### src/rtl/mem_port_arbiter.sv
// mem_port_arbiter
//   Shares one external memory read port (address out, data in) between two
//   requesters. One read in flight at a time, fixed external read latency
//   MEM_LAT (1..15), and each response is steered back to its issuer.
//   Arbitration is round-robin (strict alternation on a tie) by default.
//   Define ARB_FIXED_PRIO_EN to make requester 0 win every tie instead.
module mem_port_arbiter #(
  parameter int AW      = 6,
  parameter int DW      = 6,
  parameter int MEM_LAT = 1
) (
  input  logic          clk,
  input  logic          reset,
  input  logic          req0_valid,
  input  logic [AW-1:0] req0_addr,
  output logic          req0_ready,
  output logic          rsp0_valid,
  output logic [DW-1:0] rsp0_data,
  input  logic          req1_valid,
  input  logic [AW-1:0] req1_addr,
  output logic          req1_ready,
  output logic          rsp1_valid,
  output logic [DW-1:0] rsp1_data,
  output logic [AW-1:0] mem_addr,
  input  logic [DW-1:0] mem_data,
  output logic          busy,
  output logic          owner
);

  typedef enum logic {
    S_IDLE = 1'b0,
    S_WAIT = 1'b1
  } state_t;

  // Counter is loaded with MEM_LAT-1 so MEM_LAT=1 completes on the first WAIT edge.
  localparam logic [3:0] LAT_INIT = 4'(MEM_LAT - 1);

  state_t          state_reg;
  state_t          state_next;
  logic [3:0]      lat_cnt_reg;
  logic [AW-1:0]   mem_addr_reg;
  logic            owner_reg;
  logic            last_reg;

  logic [1:0]      req_valid_vec;
  logic [1:0]      ready_vec;
  logic            grant;
  logic            accept;
  logic            done;
  logic [AW-1:0]   grant_addr;

  assign req_valid_vec = {req1_valid, req0_valid};
  assign accept        = (state_reg == S_IDLE) && (req0_valid || req1_valid);
  assign done          = (state_reg == S_WAIT) && (lat_cnt_reg == 4'd0);
  assign grant_addr    = grant ? req1_addr : req0_addr;

  // Winner selection: a lone requester always wins; a tie goes to the one
  // that did not win last time (or to requester 0 in fixed-priority builds).
  always_comb begin
    grant = 1'b0;
    if (req0_valid && req1_valid) begin
`ifdef ARB_FIXED_PRIO_EN
      grant = 1'b0;
`else
      grant = ~last_reg;
`endif
    end else if (req1_valid) begin
      grant = 1'b1;
    end
  end

  // Ready is purely combinational and only ever offered while idle.
  generate
    for (genvar gi = 0; gi < 2; gi++) begin : gen_ready
      assign ready_vec[gi] = (state_reg == S_IDLE) && req_valid_vec[gi] && (grant == 1'(gi));
    end
  endgenerate

  assign req0_ready = ready_vec[0];
  assign req1_ready = ready_vec[1];

  // FSM state register.
  always_ff @(posedge clk) begin
    if (reset) begin
      state_reg <= S_IDLE;
    end else begin
      state_reg <= state_next;
    end
  end

  // FSM next-state: IDLE -> WAIT on accept, WAIT -> IDLE when latency expires.
  always_comb begin
    state_next = state_reg;
    case (state_reg)
      S_IDLE: if (accept) state_next = S_WAIT;
      S_WAIT: if (lat_cnt_reg == 4'd0) state_next = S_IDLE;
      default: state_next = S_IDLE;
    endcase
  end

  // Transaction launch registers and the latency countdown.
  always_ff @(posedge clk) begin
    if (reset) begin
      mem_addr_reg <= '0;
      owner_reg    <= 1'b0;
      last_reg     <= 1'b1;
      lat_cnt_reg  <= 4'd0;
    end else if (accept) begin
      mem_addr_reg <= grant_addr;
      owner_reg    <= grant;
      last_reg     <= grant;
      lat_cnt_reg  <= LAT_INIT;
    end else if ((state_reg == S_WAIT) && (lat_cnt_reg != 4'd0)) begin
      lat_cnt_reg  <= lat_cnt_reg - 4'd1;
    end
  end

  // Per-requester response capture: data holds until that requester's next read.
  generate
    for (genvar gi = 0; gi < 2; gi++) begin : gen_rsp
      logic          rsp_valid_reg;
      logic [DW-1:0] rsp_data_reg;

      // Capture memory data and pulse valid for the owner of the completing read.
      always_ff @(posedge clk) begin
        if (reset) begin
          rsp_valid_reg <= 1'b0;
          rsp_data_reg  <= '0;
        end else begin
          rsp_valid_reg <= 1'b0;
          if (done && (owner_reg == 1'(gi))) begin
            rsp_valid_reg <= 1'b1;
            rsp_data_reg  <= mem_data;
          end
        end
      end
    end
  endgenerate

  assign rsp0_valid = gen_rsp[0].rsp_valid_reg;
  assign rsp0_data  = gen_rsp[0].rsp_data_reg;
  assign rsp1_valid = gen_rsp[1].rsp_valid_reg;
  assign rsp1_data  = gen_rsp[1].rsp_data_reg;

  assign mem_addr = mem_addr_reg;
  assign busy     = (state_reg == S_WAIT);
  assign owner    = owner_reg;

endmodule

### config.mk
export PLATFORM = sky130hd
export DESIGN_NAME = mem_port_arbiter
export DESIGN_NICKNAME = d
export VERILOG_FILES = /design/src/rtl/mem_port_arbiter.sv
export SDC_FILE = /design/constraint.sdc
export NUM_CORES = 1
export LEC_CHECK = 0
export CAP_MARGIN = 20
export CORE_MARGIN = 5
export CORE_UTILIZATION = 35
export DETAILED_ROUTE_END_ITERATION = 8
export PLACE_DENSITY = 0.66
export RECOVER_POWER = 50
export SYNTH_ARGS = -nofsm -noshare
export SYNTH_HDL_FRONTEND = slang
export SYNTH_SLANG_ARGS = --single-unit
### constraint.sdc
create_clock -name clk -period 4.1 [get_ports clk]
set_input_delay 1.23 -clock clk [delete_from_list [all_inputs] [get_ports clk]]
set_output_delay 1.23 -clock clk [all_outputs]
set_load 0.02 [all_outputs]
# After elaboration in Yosys (flattened, before gate mapping)
# Cells that the tools add are included.
word_totals:
  ff_bits: 27
  out_inout_bits: 24
  elab_cells: 36
  inputBits: 22
op_classes:
  n_reduce_logical: 14
  n_addsub: 1
  n_bitwise: 4
  n_mux: 8
op_table:
  columns: ["operator", "count"]
  rows:
  - ["1-bit logical AND", 10]
  - ["1-bit 2-to-1 mux", 6]
  - ["6-bit 2-to-1 mux", 1]
  - ["4-bit logical NOT", 1]
  - ["1-bit inverter", 4]
  - ["4-bit nonzero test", 1]
  - ["4-bit by 1-bit subtractor with 4-bit output, second input constant", 1]
  - ["1-bit case mux with 2 select lines", 1]
  - ["2-bit OR reduction", 1]
  - ["1-bit logical OR", 1]

# Logic depth before layout (Yosys ltp)
# Gate-level depths: netlist (run 1).
logic_depth:
  ltp_word: 4
  mapped_depth: 6
  mapped_depth_nobuf: 5

# Worst setup path before layout (run 1)
# No wires, ideal clock.
synth_path:
  path_kind: "in2out"
  from: "input req1_valid"
  to: "output req1_ready"
  slack_ps: 1008
  t_arrival_ps: 1862
  stages: 3
  cell_sequence: "a21bo_1 > clkbuf_1 > nor2_1"
synth_via:
  elab_chain_cells: 3
synth_rtl:
  columns: ["element", "line", "text"]
  rows:
  - ["from (decl)", "19", "input logic req1_valid,"]
  - ["1-bit 2-to-1 mux or 1-bit logical AND (tied branches)", "67, 61", null]
  - ["1-bit 2-to-1 mux", "61", "if (req0_valid && req1_valid) begin"]
  - ["1-bit logical AND *", "75", "assign ready_vec[gi] = (state_reg == S_IDLE) && req_valid_vec[gi] && (grant == 1'(gi));"]
  - ["to (decl)", "21", "output logic req1_ready,"]
# Mark *: on every way between the ends. The rest lies on a longest branch, timed or not.

# Final worst setup path (run 1)
# Ends and elaborated chain as after synthesis.

==> run summary, run 1 <==
initial antenna violation count = 0
critical path arrival = 2720 ps
CP Launch Type = input pin
CP top delay family = buffers and inverters
Leakage = 0.674 nW
Ports = 46
clock skew = 8.34 ps
Clock power frac = 0.229
diode count = 0
Final GP Congestion = 0.798
row count = 21
CTS Hold Bufs = 0
worst skew pair latency = 340 ps
die height = 69.0 um
highest clock rate = 0.253 GHz
Syn Inst Count = 131
Pre-antenna DRT Iters = 4
largest net degree at the start of global routing = 33
CTS H-tree depth = 1
Post CTS Setup Buffer Count = 0
cts bufs inserted = 3
sequential power share = 0.540
core area = 3360 sq um
switching share of power = 0.289
most frequent cell after synthesis = dfxtp_1
Seq cells post-synth = 27
largest cells by area after synthesis = dfxtp_1 (44%), nand2b_1 (11%), mux2i_1 (9.9%), nor2_1 (4.3%), a21oi_1 (4.1%)
max incr delay on CP = 620 ps
HPWL after detailed placement = 2200 um
Initial Utilization = 0.362
fraction of layout cells with a size suffix above 1 = 0.0517
Synth cell types = 30
DR vias/cell = 4.82
Syn. warnings = 0
post-CTS sizing = 0
final setup fails = 0
Crit Path Class = in -> out
area grow syn2layout = 42.7%
status = complete, no violations
Congestion Overflow GR = 0
IO buf count = 45
Mapped Area = 1220 sq um
Starting DRT DRC Count = 23
Worst EP required = 2870 ps
main flop type after synthesis = dfxtp_1
total power after layout = 534 uW
crit-path most repeated cell = clkdlybuf4s50_1
Final WS setup = 149 ps
Post-Route WL = 2850 um
Post-Syn Nets = 155
slew margin rel. = 0.317
Slowest cell on crit path = clkdlybuf4s50_1
first-pass GRT wire length = 5000 um
area share of the largest cell type after synthesis = 0.444
Hold Violations, Final = 0
Comb pwr share = 0.231
reg2reg setup slack = 2390 ps
GRT Total Usage = 0.125
EDFF count, synth = 0
DRC viols = 0
PD cells = 307 nW/um^2
top cells by count, synth = dfxtp_1 (27), nand2b_1 (21), nor2_1 (14)
CTS tree = built
crit path buf inv count = 2
die extent in x = 69.0 um
FILL cells = 357
Final min period = 3950 ps
clock root buffer = clkbuf_4
CP Max Fanout = 5
max-cap violation count = 0
die area = 4760 sq um
vias in the first global route = 1126
total clock sinks = 27
WHS = 480 ps
Max VDD drop = 0.255 mV
RSZ-0062 raised after global routing = no
P_sw = 155 uW
TNS Setup = 0 ps
area leader, netlist = dfxtp_1
Hold WC Path Type = reg -> reg
routed len/inst = 13.0 um
Internal Power = 380 uW
total number of vias = 1061
CTS clk-pin slew, worst paths = 160 ps
Worst Max-Slew Pin Slew = 1020 ps
Final Max Tran Viols = 0
Final ANT Viol Nets = 0
crit end category = primary output
Mean Syn Cell Area = 9.30 sq um
Synth async-reset ratio = 0
crit share post-route = 0.964
# nets final = 199
register area share after synthesis = 0.444
worst path cell trace = clkdlybuf4s50_1, a21bo_1, nor2_1, clkdlybuf4s50_1
pre-CTS WS = 160 ps
Max Root-Sink Buffers = 2
==> power groups by stage <==
stage / Sequential, mW / Clock (mW) / Combinational (mW)
floorplan: 0.307 / 0 / 0.0491
global placement: 0.293 / 0 / 0.124
detailed placement: 0.294 / 0 / 0.125
CTS: 0.289 / 0.128 / 0.126
global route: 0.291 / 0.140 / 0.134
finish: 0.289 / 0.122 / 0.124
==> placed cells by master, fill, tap and decap left out, drive strengths merged, types with 2 or more instances in the layout <==
cell	count
a211oi	6
ha	2
clkbuf	3
clkdlybuf4s50	43
dfxtp	27
buf	2
nand2	8
or3	2
nor2b	2
mux2i	12
nand2b	21
a21oi	10
dlygate4sd3	2
inv	2
nor2	14
==> final timing paths <==
kind	startpoint	endpoint	cells after the start
setup / recovery	req1_valid	req1_ready	4
hold / removal	rsp1_data[2]	rsp1_data[2]	2
setup reg to reg	lat_cnt_reg[0]	lat_cnt_reg[0]	5
hold reg to reg	rsp1_data[2]	rsp1_data[2]	2
==> worst min-delay path: stages (launching register included) <==
cell and delay, ps:
dfxtp_1 340, nand2b_1 60, mux2i_1 50
==> area by class of cell <==
cell class                 instances  area, sq um  share of cell area
tap                               46         57.6              0.0331
sequential                        27          541               0.311
multi-input combinational         94          638               0.367
clock inverter                     1         7.51             0.00432
timing repair buffer              47          465               0.268
inverter                           2         7.51             0.00432
clock buffer                       3         22.5              0.0129
==> layer usage <==
layer | GRT usage | part of all wire | up-vias | wire length [um]
met5 | 0 | 0 | - | 0
met4 | 0.0390 | 0.011 | 0 | 31
met3 | 0.0552 | 0.089 | 5 | 253
met2 | 0.224 | 0.48 | 31 | 1360
met1 | 0.130 | 0.42 | 488 | 1210
li1 | - | - | 537 | -
==> per-stage QoR <==
step | instances | area (sq um) | utilization
6_report | 220 | 1740 | 0.517
5_1_grt | 220 | 1740 | 0.517
4_1_cts | 220 | 1740 | 0.517
3_5_place_dp | 216 | 1710 | 0.508
3_3_place_gp | 216 | 1710 | 0.508
2_1_floorplan | 131 | 1220 | -
==> cell families (layout without fill, tap and decap cells) <==
kind of cell | after synthesis | count (layout) | share of synthesized area
flip-flops | 27 | 27 | 0.444
AO/OA/AOI/OAI | 26 | 26 | 0.164
AND/OR/NAND/NOR | 54 | 54 | 0.240
adder cells (fa/ha/maj) | 2 | 2 | 0.0205
buffers and inverters | 10 | 53 | 0.0329
multiplexers | 12 | 12 | 0.0986
No activity file was read; power rests on OpenSTA's default activity.
==> inputs of run 2 (changes only) <==
--- a/config.mk
+++ b/config.mk
@@ -6,7 +6,7 @@
 export NUM_CORES = 1
 export LEC_CHECK = 0
 export CAP_MARGIN = 20
-export CORE_MARGIN = 5
+export CORE_MARGIN = 8
 export CORE_UTILIZATION = 35
 export DETAILED_ROUTE_END_ITERATION = 8
 export PLACE_DENSITY = 0.66
==> run summary, run 2 (same netlist as run 1, synthesis figures left out) <==
die extent in x = 75.0 um (+8.7%)
critical path arrival = 2700 ps (-20 ps)
reg2reg setup slack = 2410 ps (+20 ps)
largest net degree at the start of global routing = 33 (unchanged)
r2r endpoint = lat_cnt_reg[0]
first-pass GRT wire length = 4570 um (-8.6%)
Final ANT Viol Nets = 0 (unchanged)
Hold EP = rsp1_data[4]
clock root buffer = clkbuf_4
Crit Path Class = in -> out
total clock sinks = 27 (unchanged)
P_sw = 151 uW (-2.7%)
fin area = 1740 sq um (unchanged)
CP Max Fanout = 5 (unchanged)
Internal Power = 380 uW (about the same)
Hold WC Path Type = reg -> reg
Post CTS Setup Buffer Count = 0 (unchanged)
RSZ-0062 raised after global routing = no
DRC viols = 0 (unchanged)
die height = 75.0 um (+8.7%)
Congestion Overflow GR = 0 (unchanged)
total number of vias = 1049 (-1.1%)
fraction of layout cells with a size suffix above 1 = 0.0517 (unchanged)
worst path cell trace = clkdlybuf4s50_1, a21bo_1, nor2_1, clkdlybuf4s50_1
commonest non-fill, non-tap cell in the layout = clkdlybuf4s50_1
Slowest cell on crit path = clkdlybuf4s50_1
highest clock rate = 0.254 GHz (+0.40%)
Final Max Tran Viols = 0 (unchanged)
switching share of power = 0.284 (-0.00556)
vias in the first global route = 1082 (-3.9%)
TNS Setup = 0 ps (unchanged)
IO buf count = 45 (unchanged)
CTS Hold Bufs = 0 (unchanged)
Post-Route WL = 2910 um (+2.2%)
Starting DRT DRC Count = 27 (+17%)
die area = 5630 sq um (+18%)
total power after layout = 530 uW (-0.76%)
Clock power frac = 0.224 (-0.005)
hold path startpoint = rsp1_data[4]
Initial Utilization = 0.365 (+0.00285)
Leakage = 0.674 nW (about the same)
max-cap violation count = 0 (unchanged)
cell depth of the worst flop-to-flop path = 5 (unchanged)
crit share post-route = 0.960 (-0.00387)
initial antenna violation count = 0 (unchanged)
clock skew = 7.77 ps (-0.569 ps)
Pre-antenna DRT Iters = 4 (unchanged)
CTS H-tree depth = 1 (unchanged)
HPWL after detailed placement = 2330 um (+5.5%)
slew margin rel. = 0.343 (+0.0253)
Hold Violations, Final = 0 (unchanged)
DR vias/cell = 4.77 (-1.1%)
core area = 3340 sq um (-0.78%)
Worst Max-Slew Pin Slew = 983 ps (-37.9 ps)
GRT Total Usage = 0.107 (-0.0185)
routed len/inst = 13.2 um (+2.2%)
Final min period = 3930 ps (-15.8 ps)
post-CTS sizing = 0 (unchanged)
cts bufs inserted = 3 (unchanged)
row count = 21 (unchanged)
CTS tree = built
hold path cells = 2 (unchanged)
area grow syn2layout = 42.7% (unchanged)
Util after Layout = 0.521 (+0.00407)
# nets final = 199 (unchanged)
final setup fails = 0 (unchanged)
max incr delay on CP = 620 ps (about the same)
PD cells = 305 nW/um^2 (-0.76%)
Final GP Congestion = 0.748 (-6.3%)
Area after DPL = 1710 sq um (unchanged)
status = complete, no violations
Ports = 46 (unchanged)
Reg-to-Reg Start = lat_cnt_reg[0]
Max Root-Sink Buffers = 2 (unchanged)
CP Launch Type = input pin
diode count = 0 (unchanged)
Comb pwr share = 0.232 (about the same)
Max VDD drop = 0.101 mV (-60%)
WHS = 486 ps (+6.01 ps)
sequential power share = 0.544 (+0.004)
Worst EP required = 2870 ps (about the same)
worst skew pair latency = 330 ps (about the same)
crit-path most repeated cell = clkdlybuf4s50_1
CTS clk-pin slew, worst paths = 140 ps (-20 ps)
crit end category = primary output
commonest cells after routing, fill and taps aside = clkdlybuf4s50_1 (43), dfxtp_1 (27), nand2b_1 (21)
## run 2: cell counts in the layout (fill, tap and decap cells not counted)
Identical to the previous run, type by type.
## run 2: area by class of cell
type                            instances  area [sq um]
Clock buffer                            3          22.5
Timing Repair Buffer                   47           465
Clock inverter                          1          7.51
Inverter                                2          7.51
Sequential cell                        27           541
Tap cell                               46          57.6
Multi-Input combinational cell         94           638
Fill cell                             326          1600
## run 2: worst max-delay path by stage
| stage | start | end | slack [ps] | cells after the start |
|---|---|---|---|---|
| floorplan | req1_valid | req1_ready | 1010 | 3 |
| global placement | req1_valid | req1_ready | 190 | 4 |
| detailed placement | req1_valid | req1_ready | 160 | 4 |
| CTS | req1_valid | req1_ready | 150 | 4 |
| global route | req1_valid | req1_ready | 70 | 4 |
| finish | req1_valid | req1_ready | 170 | 4 |
## run 2: layer usage
metal,share of wire,track usage
met1,0.40,0.105
met2,0.47,0.183
met3,0.12,0.0533
met4,0.014,0.0457
met5,0,0
## run 2: through the flow
stage / std cells / worst slack, ps
finish: 220 / 165
global placement: 216 / 193
global route: 220 / 72.3
detailed placement: 216 / 161
floorplan: 131 / 1010
CTS: 220 / 155
## run 2: critical path, delay by kind of cell
kind | cells | cell delay (ps)
buffers and inverters | 2 | 1150
AO/OA/AOI/OAI | 1 | 240
AND/OR/NAND/NOR | 1 | 80
## run 2: power groups by stage
stage	Combinational [mW]	Clock [mW]	Sequential, mW
final	0.123	0.119	0.288
after global routing	0.134	0.137	0.291
after CTS	0.126	0.126	0.289
after detailed placement	0.125	0	0.294
after global placement	0.124	0	0.293
after floorplan	0.0491	0	0.307
